[config.mk]
export PLATFORM = sky130hd
export DESIGN_NAME = multicycle_ctrl
export DESIGN_NICKNAME = d
export VERILOG_FILES = /design/src/rtl/multicycle_ctrl.sv
export SDC_FILE = /design/constraint.sdc
export NUM_CORES = 1
export LEC_CHECK = 0
export ABC_AREA = 1
export CAP_MARGIN = 20
export CORE_MARGIN = 10
export CORE_UTILIZATION = 44
export DETAILED_ROUTE_END_ITERATION = 8
export GPL_TIMING_DRIVEN = 0
export PLACE_DENSITY = 0.72
export SETUP_SLACK_MARGIN = 0.15
export SYNTH_ARGS = -nofsm -noshare
export SYNTH_HDL_FRONTEND = slang
export SYNTH_SLANG_ARGS = --single-unit
[constraint.sdc]
create_clock -name clk -period 1.4 [get_ports clk]
set_input_delay 0.21 -clock clk [delete_from_list [all_inputs] [get_ports clk]]
set_output_delay 0.21 -clock clk [all_outputs]
set_load 0.05 [all_outputs]
[src/rtl/multicycle_ctrl.sv]
// Multicycle RISC-V subset control FSM: fetch/decode/execute/memory/write-back
// sequencing with memory-handshake timeout and sticky fault reporting.
module multicycle_ctrl #(
  parameter int TIMEOUT = 16
) (
  input  logic       clk,
  input  logic       rst_n,
  input  logic [6:0] opcode,
  input  logic [2:0] funct3,
  input  logic       funct7b5,
  input  logic       alu_zero,
  input  logic       alu_lt,
  input  logic       mem_ack,
  output logic       mem_req,
  output logic       mem_we,
  output logic       ir_we,
  output logic       pc_we,
  output logic       pc_sel,
  output logic       rf_we,
  output logic [1:0] wb_sel,
  output logic       alu_src_imm,
  output logic [5:0] alu_op,
  output logic [2:0] state,
  output logic       retire,
  output logic [1:0] fault
);

  localparam logic [2:0] S_FETCH  = 3'd0;
  localparam logic [2:0] S_DECODE = 3'd1;
  localparam logic [2:0] S_EXEC   = 3'd2;
  localparam logic [2:0] S_MEM    = 3'd3;
  localparam logic [2:0] S_WB     = 3'd4;
  localparam logic [2:0] S_HALT   = 3'd5;

  localparam logic [2:0] K_ALU   = 3'd0;
  localparam logic [2:0] K_LOAD  = 3'd1;
  localparam logic [2:0] K_STORE = 3'd2;
  localparam logic [2:0] K_BR    = 3'd3;
  localparam logic [2:0] K_JAL   = 3'd4;

  localparam logic [5:0] OP_ADD  = 6'b000001;
  localparam logic [5:0] OP_SUB  = 6'b000010;
  localparam logic [5:0] OP_SLL  = 6'b000011;
  localparam logic [5:0] OP_JAL  = 6'b000100;
  localparam logic [5:0] OP_ADDI = 6'b000101;
  localparam logic [5:0] OP_AND  = 6'b000110;
  localparam logic [5:0] OP_OR   = 6'b000111;
  localparam logic [5:0] OP_XOR  = 6'b001000;
  localparam logic [5:0] OP_BLT  = 6'b001001;
  localparam logic [5:0] OP_BEQ  = 6'b001010;
  localparam logic [5:0] OP_SRL  = 6'b001011;
  localparam logic [5:0] OP_LW   = 6'b001100;
  localparam logic [5:0] OP_SW   = 6'b001101;

  localparam int CW = $clog2(TIMEOUT + 2);

  logic [2:0]    state_r, state_nxt_s;
  logic [1:0]    fault_r, fault_nxt_s;
  logic [CW-1:0] cnt_r, cnt_nxt_s, cnt_inc_s;
  logic          started_r;
  logic [2:0]    kind_r, kind_dec_s;
  logic [5:0]    op_r, op_dec_s;
  logic          imm_r, imm_dec_s, illegal_s;
  logic          req_s, ack_s, wait_s, hit_s, taken_s;

  // Instruction classification from the IR fields
  always_comb begin
    illegal_s  = 1'b0;
    kind_dec_s = K_ALU;
    op_dec_s   = 6'b000000;
    imm_dec_s  = 1'b0;
    case (opcode)
      7'b0110011: begin
        case ({funct7b5, funct3})
          4'b0000: op_dec_s = OP_ADD;
          4'b1000: op_dec_s = OP_SUB;
          4'b0001: op_dec_s = OP_SLL;
          4'b0111: op_dec_s = OP_AND;
          4'b0110: op_dec_s = OP_OR;
          4'b0100: op_dec_s = OP_XOR;
          4'b0101: op_dec_s = OP_SRL;
          default: illegal_s = 1'b1;
        endcase
      end
      7'b0010011: begin
        op_dec_s  = OP_ADDI;
        imm_dec_s = 1'b1;
        if (funct3 != 3'b000) illegal_s = 1'b1;
        else                  illegal_s = 1'b0;
      end
      7'b0000011: begin
        kind_dec_s = K_LOAD;
        op_dec_s   = OP_LW;
        imm_dec_s  = 1'b1;
        if (funct3 != 3'b010) illegal_s = 1'b1;
        else                  illegal_s = 1'b0;
      end
      7'b0100011: begin
        kind_dec_s = K_STORE;
        op_dec_s   = OP_SW;
        imm_dec_s  = 1'b1;
        if (funct3 != 3'b010) illegal_s = 1'b1;
        else                  illegal_s = 1'b0;
      end
      7'b1100011: begin
        kind_dec_s = K_BR;
        case (funct3)
          3'b000:  op_dec_s = OP_BEQ;
          3'b100:  op_dec_s = OP_BLT;
          default: illegal_s = 1'b1;
        endcase
      end
      7'b1101111: begin
        kind_dec_s = K_JAL;
        op_dec_s   = OP_JAL;
      end
      default: illegal_s = 1'b1;
    endcase
  end

  // A request is live only once the first post-reset edge has passed
  assign req_s     = started_r && ((state_r == S_FETCH) || (state_r == S_MEM));
  assign ack_s     = req_s && mem_ack;
  assign wait_s    = req_s && !mem_ack;
  assign cnt_inc_s = cnt_r + CW'(1);
  assign hit_s     = (TIMEOUT != 0) && wait_s && (cnt_inc_s == CW'(TIMEOUT));
  assign taken_s   = ((op_r == OP_BEQ) && alu_zero) || ((op_r == OP_BLT) && alu_lt);

  // Wait counter: advances per unanswered request cycle, clears otherwise
  always_comb begin
    if (wait_s && (TIMEOUT != 0) && !hit_s) cnt_nxt_s = cnt_inc_s;
    else                                     cnt_nxt_s = '0;
  end

  // Next-state and strobe decode
  always_comb begin
    state_nxt_s = state_r;
    fault_nxt_s = fault_r;
    mem_req     = 1'b0;
    mem_we      = 1'b0;
    ir_we       = 1'b0;
    pc_we       = 1'b0;
    pc_sel      = 1'b0;
    rf_we       = 1'b0;
    wb_sel      = 2'd0;
    alu_src_imm = 1'b0;
    alu_op      = 6'b000000;
    retire      = 1'b0;
    case (state_r)
      S_FETCH: begin
        mem_req = req_s;
        if (ack_s) begin
          ir_we       = 1'b1;
          state_nxt_s = S_DECODE;
        end else if (hit_s) begin
          state_nxt_s = S_HALT;
          fault_nxt_s = 2'd2;
        end else begin
          state_nxt_s = S_FETCH;
        end
      end
      S_DECODE: begin
        if (illegal_s) begin
          state_nxt_s = S_HALT;
          fault_nxt_s = 2'd1;
        end else begin
          state_nxt_s = S_EXEC;
        end
      end
      S_EXEC: begin
        alu_op      = op_r;
        alu_src_imm = imm_r;
        case (kind_r)
          K_BR: begin
            pc_we       = 1'b1;
            pc_sel      = taken_s;
            retire      = 1'b1;
            state_nxt_s = S_FETCH;
          end
          K_LOAD, K_STORE: state_nxt_s = S_MEM;
          K_ALU, K_JAL:    state_nxt_s = S_WB;
          default: begin
            state_nxt_s = S_HALT;
            fault_nxt_s = 2'd1;
          end
        endcase
      end
      S_MEM: begin
        mem_req     = req_s;
        mem_we      = req_s && (kind_r == K_STORE);
        alu_op      = op_r;
        alu_src_imm = imm_r;
        if (ack_s) begin
          if (kind_r == K_STORE) begin
            pc_we       = 1'b1;
            retire      = 1'b1;
            state_nxt_s = S_FETCH;
          end else begin
            state_nxt_s = S_WB;
          end
        end else if (hit_s) begin
          state_nxt_s = S_HALT;
          fault_nxt_s = 2'd2;
        end else begin
          state_nxt_s = S_MEM;
        end
      end
      S_WB: begin
        rf_we       = 1'b1;
        pc_we       = 1'b1;
        retire      = 1'b1;
        state_nxt_s = S_FETCH;
        if (kind_r == K_LOAD)     wb_sel = 2'd1;
        else if (kind_r == K_JAL) wb_sel = 2'd2;
        else                      wb_sel = 2'd0;
        if (kind_r == K_JAL) pc_sel = 1'b1;
        else                 pc_sel = 1'b0;
      end
      S_HALT: state_nxt_s = S_HALT;
      default: begin
        state_nxt_s = S_HALT;
        fault_nxt_s = 2'd1;
      end
    endcase
  end

  // Sequential state, fault, counter and decoded-instruction registers
  always_ff @(posedge clk or negedge rst_n) begin
    if (!rst_n) begin
      state_r   <= S_FETCH;
      fault_r   <= 2'd0;
      cnt_r     <= '0;
      started_r <= 1'b0;
      kind_r    <= K_ALU;
      op_r      <= 6'b000000;
      imm_r     <= 1'b0;
    end else begin
      state_r   <= state_nxt_s;
      fault_r   <= fault_nxt_s;
      cnt_r     <= cnt_nxt_s;
      started_r <= 1'b1;
      if ((state_r == S_DECODE) && !illegal_s) begin
        kind_r <= kind_dec_s;
        op_r   <= op_dec_s;
        imm_r  <= imm_dec_s;
      end
    end
  end

  assign state = state_r;
  assign fault = fault_r;

endmodule

==> metrics.yaml <==
slew-limit-headroom: 0.385
power.net_switching_w: 0.000278
internal_power_w: 0.000709
groute.layer.met2.usage: 0.260
place_worst_setup_slack_ns: -0.894
synth_seq_cells: 19
die-height_microns: 77.7
violations: "negative setup slack"
groute.layer.met1.usage: 0.161
clock_buffer_count_from_cts: 3
layout.core_utilization: 0.826
switching_share: 0.281
timing_hold_violations_final: 0
wl_per_cell_microns: 15.6
synth_edf_count: 0
htree_num_levels: 1
drt_pre_antenna_iters: 5
die_width_microns: 77.7
setup.worst_path.end_class: "output port"
effective_utilization_at_floorplan: 0.468
total_power_w: 0.000987
pwr-share-clk: 0.312
power.density_cell_area_nw_per_um2: 382
timing.fmax_ghz: 0.500
worst_setup_hold_path_clk_slew_ns: 0.12
cts_tree: "done"
timing.critical_path.max_delay_family: "simple AND/OR/NAND/NOR gates"
tns_ns: -13.04
period_minus_slack_ns: 2.00
vdd.ir_drop.worst_mv: 0.304
io_pins: 37
worst_ep_required_time_ns: 1.19
dp.final_hpwl_microns: 2830
synth_cell_types: 31
drive_above_1_share: 0.483
power.share.sequential: 0.559
core_region_area_sq_um: 3130
status: "finished with violations"
layout.filler_cells: 192
path_buf_inv: 3
synth-seq-area-share: 0.325
setup-violations-final: 33
comb_power_share: 0.130
clock_latency_ns: 0.31
hold-worst-slack_ns: 0.397
drt_iter0_markers: 148
cts.sink_count: 19
wirelength_microns: 5310
num_vias: 1750
timing.final.ws_setup_ns: -0.600
grt_start_max_net_pins: 20
critPathArrivalTime_ns: 1.79
timing_worst_setup_path_type: "reg -> out"
postSynthCellCount: 220
antennaDiodeCount: 0
worst_path_largest_cell_delay_ns: 0.48
cp_common_cell: "sky130_fd_sc_hd__buf_8"
grt.met3_usage: 0.0323
gp_routability_congestion: 0.831
timing_max_transition_violations_final: 0
synth_area_sq_um: 1460
grt_pass1_wl_microns: 7520
grt_antenna_before_repair: 0
most-common-layout-cells: "sky130_fd_sc_hd__inv_1, sky130_fd_sc_hd__nand2_1, sky130_fd_sc_hd__buf_4"
crit_chain: "nor3_2, inv_1, nor3_4, nand2_2, nand3_4, buf_8, buf_8"
async_flop_share: 1.00
max_cap_violations: 0
vias_per_cell: 5.15
crit_path_max_fanout: 5
layout.nets: 315
drt.antenna.violating_nets: 0
timing.hold.worst.class: "in -> async"
cp-start-kind: "flop"
remaining_drc_errors: 0
grt.overflow.total: 0
syn-mean-instance-area_sq_um: 6.65
port_buffers: 34
worst_pin_slew_ns: 0.920
regToRegEndpoint: "op_r[1]"
r2r_slack_ns: -0.57
synth.yosys.warnings: 0
number_of_cells_on_the_worst_reg_to_reg_path: 9
dieArea_sq_um: 6030
layout_overhead_on_the_synthesized_area_pct: 76.6
period_share: 1.43
crit-reg2reg-launch: "state[1]"
leakagePower_nw: 1.29
grt_setup_unrepaired: "yes"
grtUsageTotal: 0.149
floorplan.rows: 20
clk_root_buffer_cell: "sky130_fd_sc_hd__clkbuf_4"
ys_dominant_reg_cell: "sky130_fd_sc_hd__dfrtp_1"
clock_tree.buffer_depth: 2
grt_pass1_vias: 1660
grt.busiest_layer: "met2"
finClkSkew_ns: 0.00219
cpMaxStageDelayCell: "sky130_fd_sc_hd__dfrtp_2"
sequential cells by signal, summed over array words and instances, names as in the netlist:
signal     flops
imm_r          1
cnt_r          5
state          3
op_r           4
fault          2
kind_r         3
started_r      1
cell families (layout without fill, tap and decap cells):
family / after synthesis / after routing / synth area share
AND/OR/NAND/NOR: 117 / 118 / 0.379
AO/OA/AOI/OAI: 27 / 27 / 0.121
buffers and inverters: 52 / 126 / 0.146
other: 2 / 3 / 0.00513
XOR/XNOR: 1 / 1 / 0.00599
adder cells (fa/ha/maj): 2 / 2 / 0.0171
flip-flops: 19 / 19 / 0.325
layout make-up:
| cell class | instances | area (sq um) | area share |
|---|---|---|---|
| multi-input cells | 151 | 1060 | 0.411 |
| repair buffers | 70 | 716 | 0.277 |
| flip-flops and latches | 19 | 482 | 0.187 |
| inverters | 48 | 196 | 0.0761 |
| well taps | 44 | 55.1 | 0.0213 |
| plain buffers | 4 | 45.0 | 0.0174 |
| clock buffers | 4 | 26.3 | 0.0102 |
worst max path at each step:
stage	start	to	slack [ns]	depth (start not counted)
2_1_floorplan	state[2]	retire	-0.76	8
3_3_place_gp	state[2]	retire	-0.90	9
3_5_place_dp	state[2]	retire	-0.89	9
4_1_cts	state[1]	retire	-0.51	9
5_1_grt	kind_r[0]	retire	-0.65	7
6_report	kind_r[2]	retire	-0.60	7
through the flow:
stage                     instances  instance area (sq um)
after floorplan                 221                   1630
after global placement          299                   2020
after detailed placement        299                   2020
after CTS                       328                   2400
after global routing            340                   2580
final                           340                   2580
cells in the mapped netlist (2+ instances only):
master | count | area [sq um]
sky130_fd_sc_hd__o21ai_2 | 6 | 52.6
sky130_fd_sc_hd__nor2_1 | 24 | 90.1
sky130_fd_sc_hd__o21ai_1 | 3 | 15.0
sky130_fd_sc_hd__conb_1 | 2 | 7.51
sky130_fd_sc_hd__dfrtp_1 | 19 | 475
sky130_fd_sc_hd__nand2_2 | 6 | 37.5
sky130_fd_sc_hd__nand4_1 | 3 | 18.8
sky130_fd_sc_hd__nand2_1 | 48 | 180
sky130_fd_sc_hd__nand3_1 | 14 | 70.1
sky130_fd_sc_hd__inv_2 | 5 | 18.8
sky130_fd_sc_hd__ha_1 | 2 | 25.0
sky130_fd_sc_hd__nor3_1 | 9 | 45.0
sky130_fd_sc_hd__o21ai_0 | 3 | 15.0
sky130_fd_sc_hd__inv_1 | 43 | 161
sky130_fd_sc_hd__buf_4 | 3 | 22.5
sky130_fd_sc_hd__nor2_2 | 7 | 43.8
sky130_fd_sc_hd__a21oi_1 | 8 | 40.0
sky130_fd_sc_hd__nor2_4 | 2 | 22.5
power by group through the flow:
stage | combinational, W | clock, W | sequential (W)
2_1_floorplan | 0.0000613 | 0 | 0.000562
3_5_place_dp | 0.000130 | 0 | 0.000562
6_report | 0.000128 | 0.000307 | 0.000551
5_1_grt | 0.000142 | 0.000328 | 0.000552
3_3_place_gp | 0.000130 | 0 | 0.000562
4_1_cts | 0.000127 | 0.000295 | 0.000551
per-layer routing:
layer,vias up,share of wire
li1,835,-
met1,794,0.37
met2,92,0.51
met3,29,0.063
met4,0,0.058
met5,-,0
what timing repair did:
action / in CTS / in global routing
gates cloned: 2 / 0
pin swaps: 23 / 11
resized for setup: 182 / 27
endpoints found under the setup margin: 37 / 34
hold buffers: 0 / 0
setup buffers: 23 / 12
Note: power is estimated with default switching activity, not from simulation.
